File: config.mk
export PLATFORM = sky130hd
export DESIGN_NAME = muldiv_seq_flat
export DESIGN_NICKNAME = d
export VERILOG_FILES = /design/src/rtl/muldiv_seq_if.sv /design/src/rtl/muldiv_seq.sv /design/src/flat_wrapper.sv
export SDC_FILE = /design/constraint.sdc
export NUM_CORES = 1
export LEC_CHECK = 0
export CAP_MARGIN = 20
export CELL_PAD_IN_SITES_DETAIL_PLACEMENT = 2
export CELL_PAD_IN_SITES_GLOBAL_PLACEMENT = 2
export CORE_MARGIN = 5
export CORE_UTILIZATION = 38
export DETAILED_ROUTE_END_ITERATION = 16
export GPL_TIMING_DRIVEN = 0
export HOLD_SLACK_MARGIN = 0.12
export MAX_ROUTING_LAYER = met4
export PLACE_DENSITY = 0.88
export SLEW_MARGIN = 40
export SYNTH_ARGS = -nofsm -noshare
export SYNTH_HDL_FRONTEND = slang
export SYNTH_SLANG_ARGS = --single-unit
File: constraint.sdc
create_clock -name clk -period 10 [get_ports clk]
set_input_delay 2 -clock clk [delete_from_list [all_inputs] [get_ports clk]]
set_output_delay 2 -clock clk [all_outputs]
set_load 0.05 [all_outputs]
File: src/rtl/muldiv_seq_if.sv
// muldiv_seq_if: request/response bundle between the EXE stage and the sequential
// multiply/divide unit.
//   i_MD_start    request to begin an operation
//   i_MD_op       00 MULTU, 01 MULT, 10 DIVU, 11 DIV
//   i_MD_srcA/B   multiplicand/dividend, multiplier/divisor
//   i_MD_flush    abort the in-flight operation
//   o_MD_busy     stall request to EXE
//   o_MD_done     one-cycle completion pulse
//   o_MD_hi/lo    architectural HI/LO registers
//   o_MD_divZero  divisor was zero, valid with o_MD_done
// modport master: requester (pipeline / bench); modport slave: the unit itself.
interface muldiv_seq_if #(
  parameter int WIDTH = 32
);
  logic             i_MD_start;
  logic [1:0]       i_MD_op;
  logic [WIDTH-1:0] i_MD_srcA;
  logic [WIDTH-1:0] i_MD_srcB;
  logic             i_MD_flush;
  logic             o_MD_busy;
  logic             o_MD_done;
  logic [WIDTH-1:0] o_MD_hi;
  logic [WIDTH-1:0] o_MD_lo;
  logic             o_MD_divZero;

  modport master (
    output i_MD_start, i_MD_op, i_MD_srcA, i_MD_srcB, i_MD_flush,
    input  o_MD_busy, o_MD_done, o_MD_hi, o_MD_lo, o_MD_divZero
  );

  modport slave (
    input  i_MD_start, i_MD_op, i_MD_srcA, i_MD_srcB, i_MD_flush,
    output o_MD_busy, o_MD_done, o_MD_hi, o_MD_lo, o_MD_divZero
  );
endinterface

File: src/rtl/muldiv_seq.sv
// muldiv_seq: sequential radix-2 multiply/divide unit with HI/LO result registers.
// Ports:
//   clk  single clock, rising edge
//   rst  asynchronous active-high reset
//   md   muldiv_seq_if slave modport (start/op/operands/flush in, busy/done/hi/lo/divZero out)
// Operation: signed operands are converted to magnitudes on start, WIDTH shift-add
// (multiply) or restoring shift-subtract (divide) iterations run in BUSY, FIX applies
// the sign correction and loads HI/LO while entering DONE. Divide by zero skips
// straight to DONE. Flush in BUSY/FIX drops the operation without touching HI/LO.
module muldiv_seq #(
  parameter int WIDTH = 32
) (
  input  logic         clk,
  input  logic         rst,
  muldiv_seq_if.slave  md
);

  localparam int CntW = (WIDTH > 1) ? $clog2(WIDTH) : 1;
  localparam logic [CntW-1:0] LastIter = CntW'(WIDTH - 1);

  typedef enum logic [1:0] {
    StIdle,
    StBusy,
    StFix,
    StDone
  } state_e;

  state_e             state_q, state_d;
  logic [CntW-1:0]    cnt_q, cnt_d;
  logic [1:0]         op_q, op_d;
  logic               sign_a_q, sign_a_d;
  logic               sign_b_q, sign_b_d;
  // Multiplicand for multiplies, divisor for divides (always a magnitude).
  logic [WIDTH-1:0]   operand_q, operand_d;
  // Multiply: {partial product high, remaining multiplier bits / product low}.
  // Divide:   {partial remainder, dividend bits shifting out / quotient shifting in}.
  logic [2*WIDTH-1:0] acc_q, acc_d;
  logic [WIDTH-1:0]   hi_q, hi_d;
  logic [WIDTH-1:0]   lo_q, lo_d;
  logic               div_zero_q, div_zero_d;

  // Start-time operand conditioning.
  logic             start_signed;
  logic             start_is_div;
  logic             start_div_zero;
  logic [WIDTH-1:0] abs_a;
  logic [WIDTH-1:0] abs_b;

  // Iteration datapath.
  logic [WIDTH:0]     mul_sum;
  logic [2*WIDTH-1:0] mul_next;
  logic [WIDTH:0]     div_shift;
  logic [WIDTH:0]     div_diff;
  logic               div_fits;
  logic [2*WIDTH-1:0] div_next;

  // Sign correction.
  logic [2*WIDTH-1:0] prod_fixed;
  logic [WIDTH-1:0]   quo_fixed;
  logic [WIDTH-1:0]   rem_fixed;
  logic [WIDTH-1:0]   fix_hi;
  logic [WIDTH-1:0]   fix_lo;

  always_comb begin
    start_signed   = md.i_MD_op[0];
    start_is_div   = md.i_MD_op[1];
    start_div_zero = start_is_div && (md.i_MD_srcB == '0);
    abs_a = (start_signed && md.i_MD_srcA[WIDTH-1]) ? -md.i_MD_srcA : md.i_MD_srcA;
    abs_b = (start_signed && md.i_MD_srcB[WIDTH-1]) ? -md.i_MD_srcB : md.i_MD_srcB;
  end

  always_comb begin
    // Multiply step: conditionally add multiplicand to the high half, shift right.
    mul_sum  = {1'b0, acc_q[2*WIDTH-1:WIDTH]} + (acc_q[0] ? {1'b0, operand_q} : '0);
    mul_next = {mul_sum, acc_q[WIDTH-1:1]};

    // Restoring divide step: shift next dividend bit into the remainder, try subtract.
    div_shift = {acc_q[2*WIDTH-1:WIDTH], acc_q[WIDTH-1]};
    div_diff  = div_shift - {1'b0, operand_q};
    div_fits  = ~div_diff[WIDTH];
    div_next  = {(div_fits ? div_diff[WIDTH-1:0] : div_shift[WIDTH-1:0]),
                 acc_q[WIDTH-2:0], div_fits};
  end

  always_comb begin
    prod_fixed = (op_q[0] && (sign_a_q ^ sign_b_q)) ? -acc_q : acc_q;
    quo_fixed  = (op_q[0] && (sign_a_q ^ sign_b_q)) ? -acc_q[WIDTH-1:0] : acc_q[WIDTH-1:0];
    // Remainder follows the dividend's sign (truncating division).
    rem_fixed  = (op_q[0] && sign_a_q) ? -acc_q[2*WIDTH-1:WIDTH] : acc_q[2*WIDTH-1:WIDTH];
    if (op_q[1]) begin
      fix_hi = rem_fixed;
      fix_lo = quo_fixed;
    end else begin
      fix_hi = prod_fixed[2*WIDTH-1:WIDTH];
      fix_lo = prod_fixed[WIDTH-1:0];
    end
  end

  always_comb begin
    state_d    = state_q;
    cnt_d      = cnt_q;
    op_d       = op_q;
    sign_a_d   = sign_a_q;
    sign_b_d   = sign_b_q;
    operand_d  = operand_q;
    acc_d      = acc_q;
    hi_d       = hi_q;
    lo_d       = lo_q;
    div_zero_d = 1'b0;

    unique case (state_q)
      StIdle, StDone: begin
        // Flush has no effect here; start wins even when flush is also high.
        state_d = StIdle;
        if (md.i_MD_start) begin
          op_d      = md.i_MD_op;
          sign_a_d  = start_signed && md.i_MD_srcA[WIDTH-1];
          sign_b_d  = start_signed && md.i_MD_srcB[WIDTH-1];
          cnt_d     = '0;
          operand_d = start_is_div ? abs_b : abs_a;
          acc_d     = {{WIDTH{1'b0}}, (start_is_div ? abs_a : abs_b)};
          if (start_div_zero) begin
            state_d    = StDone;
            hi_d       = md.i_MD_srcA;
            lo_d       = '1;
            div_zero_d = 1'b1;
          end else begin
            state_d = StBusy;
          end
        end
      end

      StBusy: begin
        if (md.i_MD_flush) begin
          state_d = StIdle;
        end else begin
          acc_d = op_q[1] ? div_next : mul_next;
          if (cnt_q == LastIter) begin
            state_d = StFix;
          end else begin
            cnt_d = cnt_q + CntW'(1);
          end
        end
      end

      StFix: begin
        if (md.i_MD_flush) begin
          state_d = StIdle;
        end else begin
          state_d = StDone;
          hi_d    = fix_hi;
          lo_d    = fix_lo;
        end
      end

      default: state_d = StIdle;
    endcase
  end

  always_ff @(posedge clk or posedge rst) begin
    if (rst) begin
      state_q    <= StIdle;
      cnt_q      <= '0;
      op_q       <= '0;
      sign_a_q   <= 1'b0;
      sign_b_q   <= 1'b0;
      operand_q  <= '0;
      acc_q      <= '0;
      hi_q       <= '0;
      lo_q       <= '0;
      div_zero_q <= 1'b0;
    end else begin
      state_q    <= state_d;
      cnt_q      <= cnt_d;
      op_q       <= op_d;
      sign_a_q   <= sign_a_d;
      sign_b_q   <= sign_b_d;
      operand_q  <= operand_d;
      acc_q      <= acc_d;
      hi_q       <= hi_d;
      lo_q       <= lo_d;
      div_zero_q <= div_zero_d;
    end
  end

  assign md.o_MD_busy    = (state_q == StBusy) || (state_q == StFix);
  assign md.o_MD_done    = (state_q == StDone);
  assign md.o_MD_hi      = hi_q;
  assign md.o_MD_lo      = lo_q;
  assign md.o_MD_divZero = div_zero_q;

endmodule

File: src/flat_wrapper.sv
// flat-port wrapper written by rule: the top's interface ports become plain ports
module muldiv_seq_flat 
#(
  parameter int WIDTH = 32
)
  (clk, rst, md_i_MD_start, md_i_MD_op, md_i_MD_srcA, md_i_MD_srcB, md_i_MD_flush, md_o_MD_busy, md_o_MD_done, md_o_MD_hi, md_o_MD_lo, md_o_MD_divZero);
  muldiv_seq_if #(.WIDTH(WIDTH)) md_i ();
  input  logic clk;
  input  logic rst;
  input wire logic [$bits(md_i.i_MD_start)-1:0] md_i_MD_start;
  input wire logic [$bits(md_i.i_MD_op)-1:0] md_i_MD_op;
  input wire logic [$bits(md_i.i_MD_srcA)-1:0] md_i_MD_srcA;
  input wire logic [$bits(md_i.i_MD_srcB)-1:0] md_i_MD_srcB;
  input wire logic [$bits(md_i.i_MD_flush)-1:0] md_i_MD_flush;
  output wire logic [$bits(md_i.o_MD_busy)-1:0] md_o_MD_busy;
  output wire logic [$bits(md_i.o_MD_done)-1:0] md_o_MD_done;
  output wire logic [$bits(md_i.o_MD_hi)-1:0] md_o_MD_hi;
  output wire logic [$bits(md_i.o_MD_lo)-1:0] md_o_MD_lo;
  output wire logic [$bits(md_i.o_MD_divZero)-1:0] md_o_MD_divZero;
  assign md_i.i_MD_start = md_i_MD_start;
  assign md_i.i_MD_op = md_i_MD_op;
  assign md_i.i_MD_srcA = md_i_MD_srcA;
  assign md_i.i_MD_srcB = md_i_MD_srcB;
  assign md_i.i_MD_flush = md_i_MD_flush;
  assign md_o_MD_busy = md_i.o_MD_busy;
  assign md_o_MD_done = md_i.o_MD_done;
  assign md_o_MD_hi = md_i.o_MD_hi;
  assign md_o_MD_lo = md_i.o_MD_lo;
  assign md_o_MD_divZero = md_i.o_MD_divZero;
  muldiv_seq #(.WIDTH(WIDTH)) u_core (.clk(clk), .rst(rst), .md(md_i));
endmodule
==> flow_summary.yaml, run 1 <==
clock_tree:
  cts-root-buf: "clkbuf_16"
  cts_buffers: 17
  cts_num_sinks: 172
  cts_hold_buf: 0
  ctsLongestPathBuffers: 2
  clkTransAtPathRegs_ns: 0.07
  cts.repair.resized: 0
  post_cts_buffers: 0
  cts_tree: "done"
  cts_max_level: 4
  clock_latency_ns: 0.49
pwr:
  p_comb_share_pct: 69.5
  power_frac_seq_pct: 20.5
  netSwitchingPower_w: 0.00394
  p_leak_nw: 7.55
  ir_drop_uv: 161
  powerDensity_mw_per_mm2: 386
  finalPower_w: 0.00684
  p_clk_share_pct: 9.9
  p_int_w: 0.00290
  swShare_pct: 57.6
worst_setup_path:
  crit_chain: "clkdlybuf4s50_1, nor4_1, nand3_1, or4_1, nor2_1, nand3_1, a22oi_1, clkbuf_1, clkbuf_1, a31oi_1"
  end_kind: "flop"
  path_delay_family: "simple AND/OR/NAND/NOR gates"
  cpPeakStageDelay_ns: 0.76
  slowest_stage: "a22oi_1"
  cp_max_fo: 10
  arrival_ns: 7.30
  critPathRequiredTime_ns: 10.33
  start_kind: "primary input"
  path_buf_inv: 3
  path_class: "primary input to flop"
yosys:
  postSynthCellCount: 1906
  synth_area_sq_mm: 0.0151
  synth_warnings: 0
  synth_flop_cell: "dfrtp_1"
  synth_edf_count: 0
  syn-num-nets: 2051
  ys_seq_area_share_pct: 28.6
  avgSynthCellArea_sq_um: 7.91
  async_flop_share_pct: 100
  yosysUniqueCellTypes: 82
  ys_ff_latch: 172
detailed_routing:
  dr.pass1.iters: 5
  drtIter0Drc: 1767
  ant_nets: 0
  drc_errors: 0
  wirelength_um: 78900
  via_per_inst: 6.50
  vias: 16900
  avgRoutedWirePerCell_um: 30.3
final_layout:
  fin_nets: 2206
  drive_gt1_share_pct: 5.64
  final_common_cell: "nor2_1"
  layout_common_cells: "214 x nor2_1, 191 x a21oi_1, 174 x nand2_1"
  syn_to_final_growth_pct: 17.5
  final_core_util_pct: 44.9
floorplanning:
  dieArea_sq_mm: 0.0438
  core_sq_mm: 0.0395
  die_y_um: 209
  num_io_pins: 137
  die_x_um: 209
  start_util_pct: 38.2
  num_rows: 73
timing:
  maxSlewHeadroom_pct: 37.4
  period_share_pct: 69.7
  hold_viol: 0
  rsz0062_at_grt: "no"
  worstMarginPinSlew_ns: 0.939
  fmax_ghz: 0.143
  slew_violations: 0
  min_period_ns: 6.97
  tns_ns: 0
  finalClockSkew_ns: 0.0188
  finalSetupViolations: 0
placement:
  place_hpwl_um: 58900
  gp_congestion: 0.976
  io_buffers: 134
outcome:
  outcome: "finished, final reports clean"
global_routing:
  grt_first_pass_wirelength_um: 117000
  grtUsageTotal_pct: 35.9
  grt_max_degree: 77
  grt_overflow_total: 0
  antenna_found_initial: 3
  grt_pass1_vias: 18300
run:
  maxCapViolCount: 0
min_path:
  hold_path_class: "flop to flop"
==> cell usage after synthesis (all sizes together), types with 6 or more instances <==
| library cell | n | area, sq um |
|---|---|---|
| a211o | 6 | 52.6 |
| a211oi | 26 | 195 |
| a21o | 50 | 375 |
| a21oi | 191 | 956 |
| a22o | 9 | 78.8 |
| a22oi | 9 | 67.6 |
| a31oi | 35 | 219 |
| and2 | 11 | 68.8 |
| and3 | 11 | 68.8 |
| and4 | 7 | 61.3 |
| buf | 18 | 123 |
| clkbuf | 91 | 373 |
| dfrtp | 172 | 4300 |
| ha | 73 | 913 |
| inv | 65 | 244 |
| mux2 | 22 | 248 |
| mux2i | 58 | 581 |
| nand2 | 174 | 653 |
| nand2b | 17 | 106 |
| nand3 | 29 | 145 |
| nand4 | 9 | 56.3 |
| nor2 | 214 | 803 |
| nor2b | 15 | 93.8 |
| nor3 | 40 | 200 |
| nor3b | 10 | 75.1 |
| nor4 | 15 | 109 |
| o211ai | 13 | 97.6 |
| o21a | 15 | 113 |
| o21ai | 182 | 930 |
| o21bai | 6 | 45.0 |
| o221ai | 6 | 52.6 |
| o22a | 18 | 158 |
| o31ai | 21 | 158 |
| o41ai | 8 | 88.8 |
| or2 | 7 | 43.8 |
| or3 | 18 | 119 |
| or4 | 13 | 113 |
| xnor2 | 88 | 771 |
| xor2 | 82 | 718 |
==> stage by stage <==
step	cells	hold WS [ns]	setup WS, ns	area, sq um
after global placement	2565	0.466	0.671	17100
after floorplan	1906	0.450	3.34	15100
after detailed placement	2567	0.471	2.91	17200
after CTS	2599	0.486	3.26	17700
final	2603	0.481	3.03	17700
after global routing	2603	0.514	2.86	17700
==> power by group through the flow <==
| stage | clock (W) | combinational, W | sequential [W] |
|---|---|---|---|
| global placement | 0 | 0.00428 | 0.00135 |
| finish | 0.000679 | 0.00476 | 0.00140 |
| detailed placement | 0 | 0.00452 | 0.00138 |
| floorplan | 0 | 0.00267 | 0.00160 |
| CTS | 0.000672 | 0.00464 | 0.00138 |
| global route | 0.000701 | 0.00500 | 0.00142 |
==> path summary, 6_finish.rpt <==
| path | startpoint | to | slack (ns) | cells past startpoint |
|---|---|---|---|---|
| setup / recovery | md_i_MD_srcB[4] | u_core.md.o_MD_lo[7]$_DFFE_PP0P_ | 3.03 | 10 |
| hold / removal | u_core.md.o_MD_hi[18]$_DFFE_PP0P_ | u_core.md.o_MD_hi[18]$_DFFE_PP0P_ | 0.48 | 2 |
| setup reg to reg | u_core.acc_q[0]$_DFFE_PP0P_ | u_core.md.o_MD_hi[24]$_DFFE_PP0P_ | 4.52 | 13 |
| hold reg to reg | u_core.md.o_MD_hi[18]$_DFFE_PP0P_ | u_core.md.o_MD_hi[18]$_DFFE_PP0P_ | 0.48 | 2 |
| max in group asynchronous | rst | u_core.acc_q[58]$_DFFE_PP0P_ | 7.04 | 4 |
| min in group asynchronous | rst | u_core.md.o_MD_lo[4]$_DFFE_PP0P_ | 1.91 | 2 |
==> worst reg2reg max path: cells and delay by family, from the launching register on <==
| kind | cells | cell delay [ns] |
|---|---|---|
| buf+inv | 4 | 1.58 |
| compound gates | 2 | 0.41 |
| flops | 1 | 0.53 |
| mux | 1 | 0.50 |
| xor+xnor | 1 | 0.17 |
| simple gates | 4 | 1.79 |
| fa+ha+maj | 1 | 0.33 |
==> cell type report <==
type / count / area, sq um
clock buffer: 17 / 425
fill: 4460 / 21700
inverter: 66 / 255
tap: 525 / 657
buffer: 112 / 549
clock inverter: 15 / 116
sequential: 172 / 4300
antenna: 4 / 10.0
timing repair buffer: 136 / 1400
multi-input combinational: 1556 / 10000
==> per-layer routing <==
metal | wire, um | GRT usage [%]
met5 | 0 | -
met4 | 4580 | 18.2
met3 | 6340 | 7.33
met2 | 35500 | 55.1
met1 | 32500 | 45.1
==> sequential cells by signal (all words and copies together) (netlist names) <==
signal / count
u_core.acc_q: 64
u_core.md.o_MD_hi: 32
u_core.md.o_MD_lo: 32
u_core.operand_q: 32
u_core.cnt_q: 5
u_core.op_q: 2
u_core.state_q: 2
u_core.md.o_MD_divZero: 1
u_core.sign_a_q: 1
u_core.sign_b_q: 1
==> cell families after synthesis <==
kind of cell / Yosys count / synth area share (%)
AO/OA/AOI/OAI: 632 / 26.0
multiplexers: 80 / 5.49
adder cells (fa/ha/maj): 75 / 6.32
flip-flops: 172 / 28.6
XOR/XNOR: 170 / 9.88
buffers and inverters: 178 / 5.20
AND/OR/NAND/NOR: 599 / 18.6
Note: power is estimated with default switching activity, not from simulation.
==> run 2: changes to the inputs <==
--- a/config.mk
+++ b/config.mk
@@ -9,12 +9,12 @@
 export CELL_PAD_IN_SITES_DETAIL_PLACEMENT = 2
 export CELL_PAD_IN_SITES_GLOBAL_PLACEMENT = 2
 export CORE_MARGIN = 5
-export CORE_UTILIZATION = 38
+export CORE_UTILIZATION = 35
 export DETAILED_ROUTE_END_ITERATION = 16
 export GPL_TIMING_DRIVEN = 0
 export HOLD_SLACK_MARGIN = 0.12
 export MAX_ROUTING_LAYER = met4
-export PLACE_DENSITY = 0.88
+export PLACE_DENSITY = 0.82
 export SLEW_MARGIN = 40
 export SYNTH_ARGS = -nofsm -noshare
 export SYNTH_HDL_FRONTEND = slang
==> constraint.sdc (replaced) <==
create_clock -name clk -period 7.1 [get_ports clk]
set_input_delay 1.42 -clock clk [delete_from_list [all_inputs] [get_ports clk]]
set_output_delay 1.42 -clock clk [all_outputs]
set_load 0.05 [all_outputs]
==> run 2 against run 1 <==
Critical path depth stayed put. Combinational power is 37% higher. Total power rose by 39%. Count of clock-buffer cells in the layout did not move. Global-route usage is 4.7 points lower. Die area is 8.2% higher. First-iteration DRC count shrank 25%. Clock power rose by 53%. Register-to-register slack got worse by 3.2 ns. Core utilization down 3.2 points. Critical endpoint is now u_core.md.o_MD_lo[9]$_DFFE_PP0P_. Largest power group unchanged. Highest routed layer unchanged.
==> flow_summary.yaml, run 2 (synthesis gave the netlist of run 1 again) <==
clock_tree:
  ctsLongestPathBuffers: 2
  cts_max_level: 4
  clock_latency_ns: 0.48
  clkTransAtPathRegs_ns: 0.07
  cts_num_sinks: 172
  post_cts_buffers: 0
  cts-root-buf: "clkbuf_16"
  cts_hold_buf: 0
  cts_tree: "done"
  cts.repair.resized: 0
  cts_buffers: 17
final_layout:
  finalInstanceArea_sq_mm: 0.0179
  largest-register: "u_core.acc_q"
  nFillCells: 4887
  largest_reg_flops: 64
  syn_to_final_growth_pct: 18.5
  fin_nets: 2206
  drive_gt1_share_pct: 5.50
  final_common_cell: "nor2_1"
  layout_common_cells: "213 x nor2_1, 191 x a21oi_1, 174 x nand2_1"
worst_setup_path:
  arrival_ns: 6.39
  start_kind: "primary input"
  cp_max_fo: 10
  end_kind: "flop"
  path_class: "primary input to flop"
  critPathRequiredTime_ns: 7.41
detailed_routing:
  ant_nets: 0
  drc_errors: 0
  via_per_inst: 6.05
  dr.pass1.iters: 5
  drtIter0Drc: 1317
  avgRoutedWirePerCell_um: 27.4
  vias: 16100
  wirelength_um: 72900
timing:
  tns_ns: 0
  maxSlewHeadroom_pct: 36.0
  worstMarginPinSlew_ns: 0.961
  fin_ws_ns: 1.02
  finalClockSkew_ns: 0.0167
  period_share_pct: 85.6
  min_period_ns: 6.08
  rsz0062_at_grt: "no"
  hold_viol: 0
  slew_violations: 0
  finalSetupViolations: 0
  fmax_ghz: 0.165
global_routing:
  antenna_found_initial: 3
  grt_overflow_total: 0
  grt_first_pass_wirelength_um: 110000
  grt_max_degree: 69
  grt_pass1_vias: 17400
  grtUsageTotal_pct: 31.3
min_path:
  hold_path_class: "flop to flop"
floorplanning:
  die_x_um: 218
  core_sq_mm: 0.0429
  die_y_um: 218
  num_io_pins: 137
  start_util_pct: 35.2
  num_rows: 76
  dieArea_sq_mm: 0.0473
placement:
  dpl_cell_area_sq_mm: 0.0172
  io_buffers: 134
  pre_cts_slack_ns: 0.838
  gp_congestion: 0.964
  place_hpwl_um: 57700
pwr:
  powerDensity_mw_per_mm2: 532
  ir_drop_uv: 208
  p_leak_nw: 7.59
run:
  maxCapViolCount: 0
outcome:
  outcome: "finished, final reports clean"
run 2: layer usage:
layer / up-vias / wire, um / GRT usage (%)
li1: 7142 / - / -
met3: 113 / 4400 / 4.76
met4: 0 / 2640 / 10.2
met2: 560 / 32700 / 48.0
met5: - / 0 / -
met1: 8273 / 33200 / 42.6
run 2: layout make-up:
cell class,instances,area (sq um),area share (%)
Multi-Input combinational cell,1556,10000,56.1
Sequential cell,172,4300,24.1
Timing Repair Buffer,136,1400,7.81
Tap cell,585,732,4.10
Buffer,112,544,3.05
Clock buffer,17,425,2.38
Inverter,66,255,1.43
Clock inverter,15,189,1.06
Antenna cell,2,5.00,0.0280
run 2: worst max-delay path, stage by stage:
cell and delay [ns]:
clkdlybuf4s50_1 0.48, nor4_1 0.56, nand3_1 0.33, or4_1 0.68
nor2_1 0.35, nand3_1 0.57, a22oi_1 0.68, clkbuf_1 0.65
clkbuf_1 0.48, a31oi_1 0.17
run 2: worst paths after layout:
kind,startpoint,endpoint,slack (ns),cells after the start
max reg2reg,u_core.acc_q[31]$_DFFE_PP0P_,u_core.acc_q[32]$_DFFE_PP0P_,1.30,14
max,md_i_MD_srcB[4],u_core.md.o_MD_lo[9]$_DFFE_PP0P_,1.02,10
max in group asynchronous,rst,u_core.acc_q[61]$_DFFE_PP0P_,4.69,4
min in group asynchronous,rst,u_core.md.o_MD_lo[2]$_DFFE_PP0P_,1.34,2
min reg2reg,u_core.md.o_MD_hi[27]$_DFFE_PP0P_,u_core.md.o_MD_hi[27]$_DFFE_PP0P_,0.48,2
min,u_core.md.o_MD_hi[27]$_DFFE_PP0P_,u_core.md.o_MD_hi[27]$_DFFE_PP0P_,0.48,2
run 2: per-stage QoR:
step	utilization, %	std cells	hold slack (ns)	power, W
global placement	40.0	2625	0.467	0.00799
CTS	41.6	2659	0.490	0.00943
detailed placement	40.2	2627	0.474	0.00829
global route	41.7	2661	0.526	0.0101
floorplan	-	1906	0.450	0.00601
finish	41.7	2661	0.483	0.00952
run 2: power by group:
part / total (W) / switching, W / leakage [nW] / internal (W)
registers: 0.00194 / 0.000547 / 2.05 / 0.00139
clock network: 0.00104 / 0.000482 / 0.294 / 0.000561
logic: 0.00653 / 0.00429 / 5.24 / 0.00224
total: 0.00952 / 0.00532 / 7.59 / 0.00419
==> run 3: changes to the inputs <==
--- a/config.mk
+++ b/config.mk
@@ -5,7 +5,7 @@
 export SDC_FILE = /design/constraint.sdc
 export NUM_CORES = 1
 export LEC_CHECK = 0
-export CAP_MARGIN = 20
+export CAP_MARGIN = 10
 export CELL_PAD_IN_SITES_DETAIL_PLACEMENT = 2
 export CELL_PAD_IN_SITES_GLOBAL_PLACEMENT = 2
 export CORE_MARGIN = 5
==> constraint.sdc (replaced) <==
create_clock -name clk -period 6.9 [get_ports clk]
set_input_delay 1.38 -clock clk [delete_from_list [all_inputs] [get_ports clk]]
set_output_delay 1.38 -clock clk [all_outputs]
set_load 0.05 [all_outputs]
==> results of run 3 <==
The final DEF is identical to that of run 2. Status: finished, final reports clean.
Among the figures that moved: setup slack after placement 0.838 ns -> 0.678 ns; setup slack after layout 1.02 ns -> 0.863 ns; register-to-register setup slack 1.30 ns -> 1.10 ns; total power 0.00952 W -> 0.00979 W; worst IR drop on VDD 208 uV -> 214 uV
